$ cat src/rtl/motor_drive_sequencer.sv
// ---------------------------------------------------------------------------
// motor_drive_sequencer
//
// Purpose:
//   Safety sequencer that sits between the motor decision logic and the
//   external relay H-bridge. It turns raw per-motor direction requests into
//   the relay drive lines, and it enforces four rules on each motor:
//     - a minimum on-time for every drive state,
//     - a fixed dead-time (both lines low) on every exit from a drive state,
//     - a global enable gate,
//     - a sticky flag that captures illegal requests.
//   The two motor channels are identical and run independently. They share
//   only the clock, the reset, the enable and the fault-clear pulse.
//
// Ports:
//   clk        in   system clock, rising edge
//   rst_n      in   asynchronous active-low reset
//   en         in   global drive enable; low forces every channel to stop
//   req1[1:0]  in   motor 1 request {in1,in2}: 10 fwd, 01 rev, 00 coast,
//                   11 illegal
//   req2[1:0]  in   motor 2 request, same encoding as req1
//   fault_clr  in   single-cycle pulse that clears both fault flags
//   MIN11      out  motor 1 relay input 1 (forward), registered
//   MIN21      out  motor 1 relay input 2 (reverse), registered
//   MIN12      out  motor 2 relay input 1 (forward), registered
//   MIN22      out  motor 2 relay input 2 (reverse), registered
//   busy1      out  motor 1 channel is in its dead-time
//   busy2      out  motor 2 channel is in its dead-time
//   fault1     out  sticky flag: illegal request seen on req1
//   fault2     out  sticky flag: illegal request seen on req2
// ---------------------------------------------------------------------------

// One motor channel: the drive-state FSM, its cycle counter and its fault flag.
module motor_drive_channel #(
    parameter int unsigned DEAD_CYC = 4,
    parameter int unsigned MIN_ON   = 8,
    parameter int unsigned CNT_W    = 8
) (
    input  logic       clk_i,
    input  logic       rst_ni,
    input  logic       en_i,
    input  logic [1:0] req_i,
    input  logic       fault_clr_i,
    output logic       fwd_o,
    output logic       rev_o,
    output logic       busy_o,
    output logic       fault_o
);

    typedef enum logic [1:0] {
        ST_COAST = 2'd0,
        ST_FWD   = 2'd1,
        ST_REV   = 2'd2,
        ST_DEAD  = 2'd3
    } state_t;

    // The counter value seen on the last allowed cycle of each timed phase.
    localparam logic [CNT_W-1:0] MinOnLast = CNT_W'(MIN_ON - 1);
    localparam logic [CNT_W-1:0] MinOnSat  = CNT_W'(MIN_ON);
    localparam logic [CNT_W-1:0] DeadLast  = CNT_W'(DEAD_CYC - 1);

    state_t           state_q, state_d;
    logic [CNT_W-1:0] cnt_q, cnt_d;
    logic             fwd_q, rev_q, busy_q, fault_q;
    logic             fault_d;
    logic             illegal, forceStop, effFwd, effRev, holdDir;

    // An illegal request or a low enable both count as coast. They also
    // override the minimum on-time, so a drive state is dropped at once.
    always_comb begin
        illegal   = (req_i == 2'b11);
        forceStop = !en_i || illegal;
        effFwd    = !forceStop && (req_i == 2'b10);
        effRev    = !forceStop && (req_i == 2'b01);
    end

    // Next-state logic. FWD and REV can only be left through DEAD, and DEAD
    // always runs for its full length, whatever the enable does.
    always_comb begin
        state_d = state_q;
        cnt_d   = cnt_q;
        holdDir = 1'b0;
        unique case (state_q)
            ST_COAST: begin
                if (effFwd) begin
                    state_d = ST_FWD;
                    cnt_d   = '0;
                end else if (effRev) begin
                    state_d = ST_REV;
                    cnt_d   = '0;
                end
            end
            ST_FWD, ST_REV: begin
                holdDir = (state_q == ST_FWD) ? effFwd : effRev;
                cnt_d   = (cnt_q >= MinOnSat) ? cnt_q : cnt_q + CNT_W'(1);
                if (!holdDir && (forceStop || cnt_q >= MinOnLast)) begin
                    state_d = ST_DEAD;
                    cnt_d   = '0;
                end
            end
            ST_DEAD: begin
                if (cnt_q >= DeadLast) begin
                    cnt_d = '0;
                    if (effFwd) begin
                        state_d = ST_FWD;
                    end else if (effRev) begin
                        state_d = ST_REV;
                    end else begin
                        state_d = ST_COAST;
                    end
                end else begin
                    cnt_d = cnt_q + CNT_W'(1);
                end
            end
            default: begin
                state_d = ST_COAST;
                cnt_d   = '0;
            end
        endcase
    end

    // A new illegal request takes priority over a clear pulse in the same cycle.
    always_comb begin
        fault_d = illegal || (fault_q && !fault_clr_i);
    end

    // The outputs are decoded from the next state and registered. They then
    // change on the same edge as the state, and the relay lines stay glitch-free.
    always_ff @(posedge clk_i or negedge rst_ni) begin
        if (!rst_ni) begin
            state_q <= ST_COAST;
            cnt_q   <= '0;
            fwd_q   <= 1'b0;
            rev_q   <= 1'b0;
            busy_q  <= 1'b0;
            fault_q <= 1'b0;
        end else begin
            state_q <= state_d;
            cnt_q   <= cnt_d;
            fwd_q   <= (state_d == ST_FWD);
            rev_q   <= (state_d == ST_REV);
            busy_q  <= (state_d == ST_DEAD);
            fault_q <= fault_d;
        end
    end

    assign fwd_o   = fwd_q;
    assign rev_o   = rev_q;
    assign busy_o  = busy_q;
    assign fault_o = fault_q;

endmodule

// Top level: two independent channels that share the enable and the fault clear.
module motor_drive_sequencer #(
    parameter int unsigned DEAD_CYC = 4,
    parameter int unsigned MIN_ON   = 8,
    parameter int unsigned CNT_W    = 8
) (
    input  logic       clk,
    input  logic       rst_n,
    input  logic       en,
    input  logic [1:0] req1,
    input  logic [1:0] req2,
    input  logic       fault_clr,
    output logic       MIN11,
    output logic       MIN21,
    output logic       MIN12,
    output logic       MIN22,
    output logic       busy1,
    output logic       busy2,
    output logic       fault1,
    output logic       fault2
);

    motor_drive_channel #(
        .DEAD_CYC (DEAD_CYC),
        .MIN_ON   (MIN_ON),
        .CNT_W    (CNT_W)
    ) u_ch1 (
        .clk_i       (clk),
        .rst_ni      (rst_n),
        .en_i        (en),
        .req_i       (req1),
        .fault_clr_i (fault_clr),
        .fwd_o       (MIN11),
        .rev_o       (MIN21),
        .busy_o      (busy1),
        .fault_o     (fault1)
    );

    motor_drive_channel #(
        .DEAD_CYC (DEAD_CYC),
        .MIN_ON   (MIN_ON),
        .CNT_W    (CNT_W)
    ) u_ch2 (
        .clk_i       (clk),
        .rst_ni      (rst_n),
        .en_i        (en),
        .req_i       (req2),
        .fault_clr_i (fault_clr),
        .fwd_o       (MIN12),
        .rev_o       (MIN22),
        .busy_o      (busy2),
        .fault_o     (fault2)
    );

endmodule
$ cat config.mk
export PLATFORM = sky130hd
export DESIGN_NAME = motor_drive_sequencer
export DESIGN_NICKNAME = d
export VERILOG_FILES = /design/src/rtl/motor_drive_sequencer.sv
export SDC_FILE = /design/constraint.sdc
export NUM_CORES = 1
export LEC_CHECK = 0
export ABC_CLOCK_PERIOD_IN_PS = 2840
export CORE_UTILIZATION = 57
export CTS_CLUSTER_SIZE = 30
export DETAILED_ROUTE_END_ITERATION = 10
export GPL_TIMING_DRIVEN = 0
export PLACE_DENSITY_LB_ADDON = 0.3
export SYNTH_ARGS = -nofsm -noshare
export SYNTH_HDL_FRONTEND = slang
export SYNTH_SLANG_ARGS = --single-unit
$ cat constraint.sdc
create_clock -name clk -period 2.84 [get_ports clk]
set_input_delay 0.568 -clock clk [delete_from_list [all_inputs] [get_ports clk]]
set_output_delay 0.568 -clock clk [all_outputs]
set_load 0.02 [all_outputs]
==> metrics.cfg <==
[synth]
synth.distinct_cells=49
synth_edf_count=0
synthTopCellsByArea=dfrtp_1 41%, ha_1 8.8%, inv_1 3.9%, o21ai_0 3.5%, nand2_1 3.3%
synth_largest_area_cell=dfrtp_1
synth.avg_cell_area_um2=9.31
ys.flop_type=dfrtp_1
synth_top_cell_area_share_pct=40.9
synthCells=184
synthArstFlopShare_pct=100
synth-seq-cells=28
synthesis.area_um2=1710
syn_nets=204
ys_seq_area_share_pct=40.9
synth_warnings=0

[global_route]
grt_overflow_total=0
antenna_found_initial=0
grt.total_usage_pct=24.5
grt_first_pass_wirelength_um=6240
grt_max_degree=29
grt_pass1_vias=1449

[setup_path]
cp_data_required_time_ns=3.09
crit_start=en
crit_chain=clkdlybuf4s50_1, clkbuf_1, o21ai_0, a32oi_1, o21ai_0, o31ai_1
endpoint_kind=flop
crit_path_start_kind=primary input
worstReg2RegStart=u_ch2.state_q[1]
worst_path_most_repeated_cell=o21ai_0
worstPathArrival_ns=2.65
crit_type=primary input to flop
path_max_fanout=10
cp_slowest_stage_delay_ns=0.57
critPathSlowestCell=clkdlybuf4s50_1

[placement]
placedCellCount=227
dp_hpwl_um=2580
preCtsSetupSlack_ns=0.101
routabilityCongestion=0.919
io_buffers=12

[sta]
post-route-period-util_pct=84.4
drv_slew=0
final_hold_viol_count=0
finClkSkew_ns=0.00163
setup_violations=0
grt_setup_unrepaired=no
timing.fmax_mhz=417
tightest_slew_ns=0.536
tns_ns=0
setup_slack_ns=0.444
min_period_ns=2.40
maxSlewHeadroom_pct=64.0

[clocking]
clk_latency_ns=0.34
root_buffer=clkbuf_4
post_cts_resized=0
cts_tree=yes
cts-htree-levels=1
holdBufCountCts=0
numCtsBuffers=3
clockBufferDepth=2
cts_setup_buffers=0
cts_sinks=28
clkTransAtPathRegs_ns=0.16

[power]
power_density_nw_per_um2=866
peakVddDrop_mv=0.335
power_leakage_nw=0.876

[cells_and_area]
layout.cells.most_common=dfrtp_1
antenna_cells=0
nets=222
final_cell_mix=28 x dfrtp_1, 18 x inv_1, 15 x nand2_1
final_layout_size_suffix_gt1_share_pct=7.46
finish.utilization_pct=69.6
stdcell_count=232
area_growth_pct=14.0

[drt]
drt-total-wl_um=3530
vias_per_cell=6.40
drt_iter0_drc=79
drt_pass1_iterations=7
avgRoutedWirePerCell_um=15.2
drc=9
postRouteAntennaNets=0
vias=1484

[run]
maxCapViolations=0

[floorplanning]
die_w_um=56.8
dieArea_um2=3230
fp.dieH_um=56.8
rows=19
core_um2=2810
ios=16
start_util_pct=61.1

[min_path]
min_path_type=flop to flop
hold_path.startpoint=u_ch2.fault_o

[run_status]
violations=DRC
status=finished, violations left

-- sequential cells by signal (all words and copies together), names as in the netlist --
register       flops
u_ch2.fault_o      1
u_ch1.cnt_q        8
u_ch2.busy_o       1
u_ch2.state_q      2
u_ch2.cnt_q        8
u_ch1.state_q      2
u_ch1.fwd_o        1
u_ch1.rev_o        1
u_ch1.busy_o       1
u_ch2.fwd_o        1
u_ch1.fault_o      1
u_ch2.rev_o        1
-- where the power goes --
part	internal [W]	switching [W]
sequential	0.000491	0.0000742
clock	0.000143	0.000128
combinational	0.000341	0.000514
total	0.000974	0.000716
-- final timing paths --
path                                  endpoint  slack, ns  cells past startpoint
worst max-delay path            u_ch1.cnt_q[3]       0.44                      6
worst min-delay path             u_ch2.fault_o       0.54                      2
worst max register to register  u_ch2.cnt_q[6]       0.54                      7
worst min register to register   u_ch2.fault_o       0.54                      2
max in group asynchronous       u_ch1.cnt_q[2]       1.83                      2
min in group asynchronous         u_ch2.busy_o       0.55                      1
-- worst max-delay path, delay by kind of cell --
family | cells | cell delay [ns]
buffers and inverters | 2 | 0.94
AOI/OAI and AO/OA | 4 | 1.14
-- cells in the mapped netlist, types with 2 or more instances --
cell type	instances
nand3_1	5
a21oi_1	9
a211oi_1	3
a41oi_1	3
a32o_1	2
nor2b_1	6
a21boi_0	4
o22ai_1	6
nand2_1	15
nor2_1	13
o211ai_1	2
a22oi_1	3
and2_1	4
dfrtp_1	28
nor3_1	2
o21ai_0	12
nand4_1	2
buf_2	2
clkbuf_1	2
a31oi_1	2
ha_1	12
and3_1	2
nor4_1	2
inv_1	18
-- per-layer routing --
metal | vias to the layer above | share of wire [%] | track usage (%)
li1 | 708 | - | -
met3 | 5 | 6.0 | 3.46
met5 | - | 0 | 0
met4 | 0 | 1.4 | 9.06
met1 | 716 | 43 | 31.2
met2 | 55 | 49 | 42.3
-- logic make-up after synthesis --
| kind of cell | share of synthesized area, % |
|---|---|
| simple gates | 19.9 |
| compound gates | 24.3 |
| flops | 40.9 |
| buf+inv | 5.62 |
| fa+ha+maj | 8.77 |
| xor+xnor | 0.511 |
-- per-stage QoR --
step                cell area [um2]  hold slack, ns  power, W
detailed placement             1870           0.525   0.00141
global placement               1870           0.499   0.00136
CTS                            1920           0.529   0.00168
floorplan                      1710           0.272   0.00117
global route                   1950           0.571   0.00182
finish                         1950           0.544   0.00169
-- final cells by class --
class / instances / area [um2]
multi-input combinational: 133 / 916
fill: 223 / 853
sequential: 28 / 701
timing repair buffer: 13 / 148
inverter: 18 / 67.6
tap: 31 / 38.8
clock inverter: 1 / 30.0
buffer: 5 / 28.8
clock buffer: 3 / 22.5
Note: power is estimated with default switching activity, not from simulation.
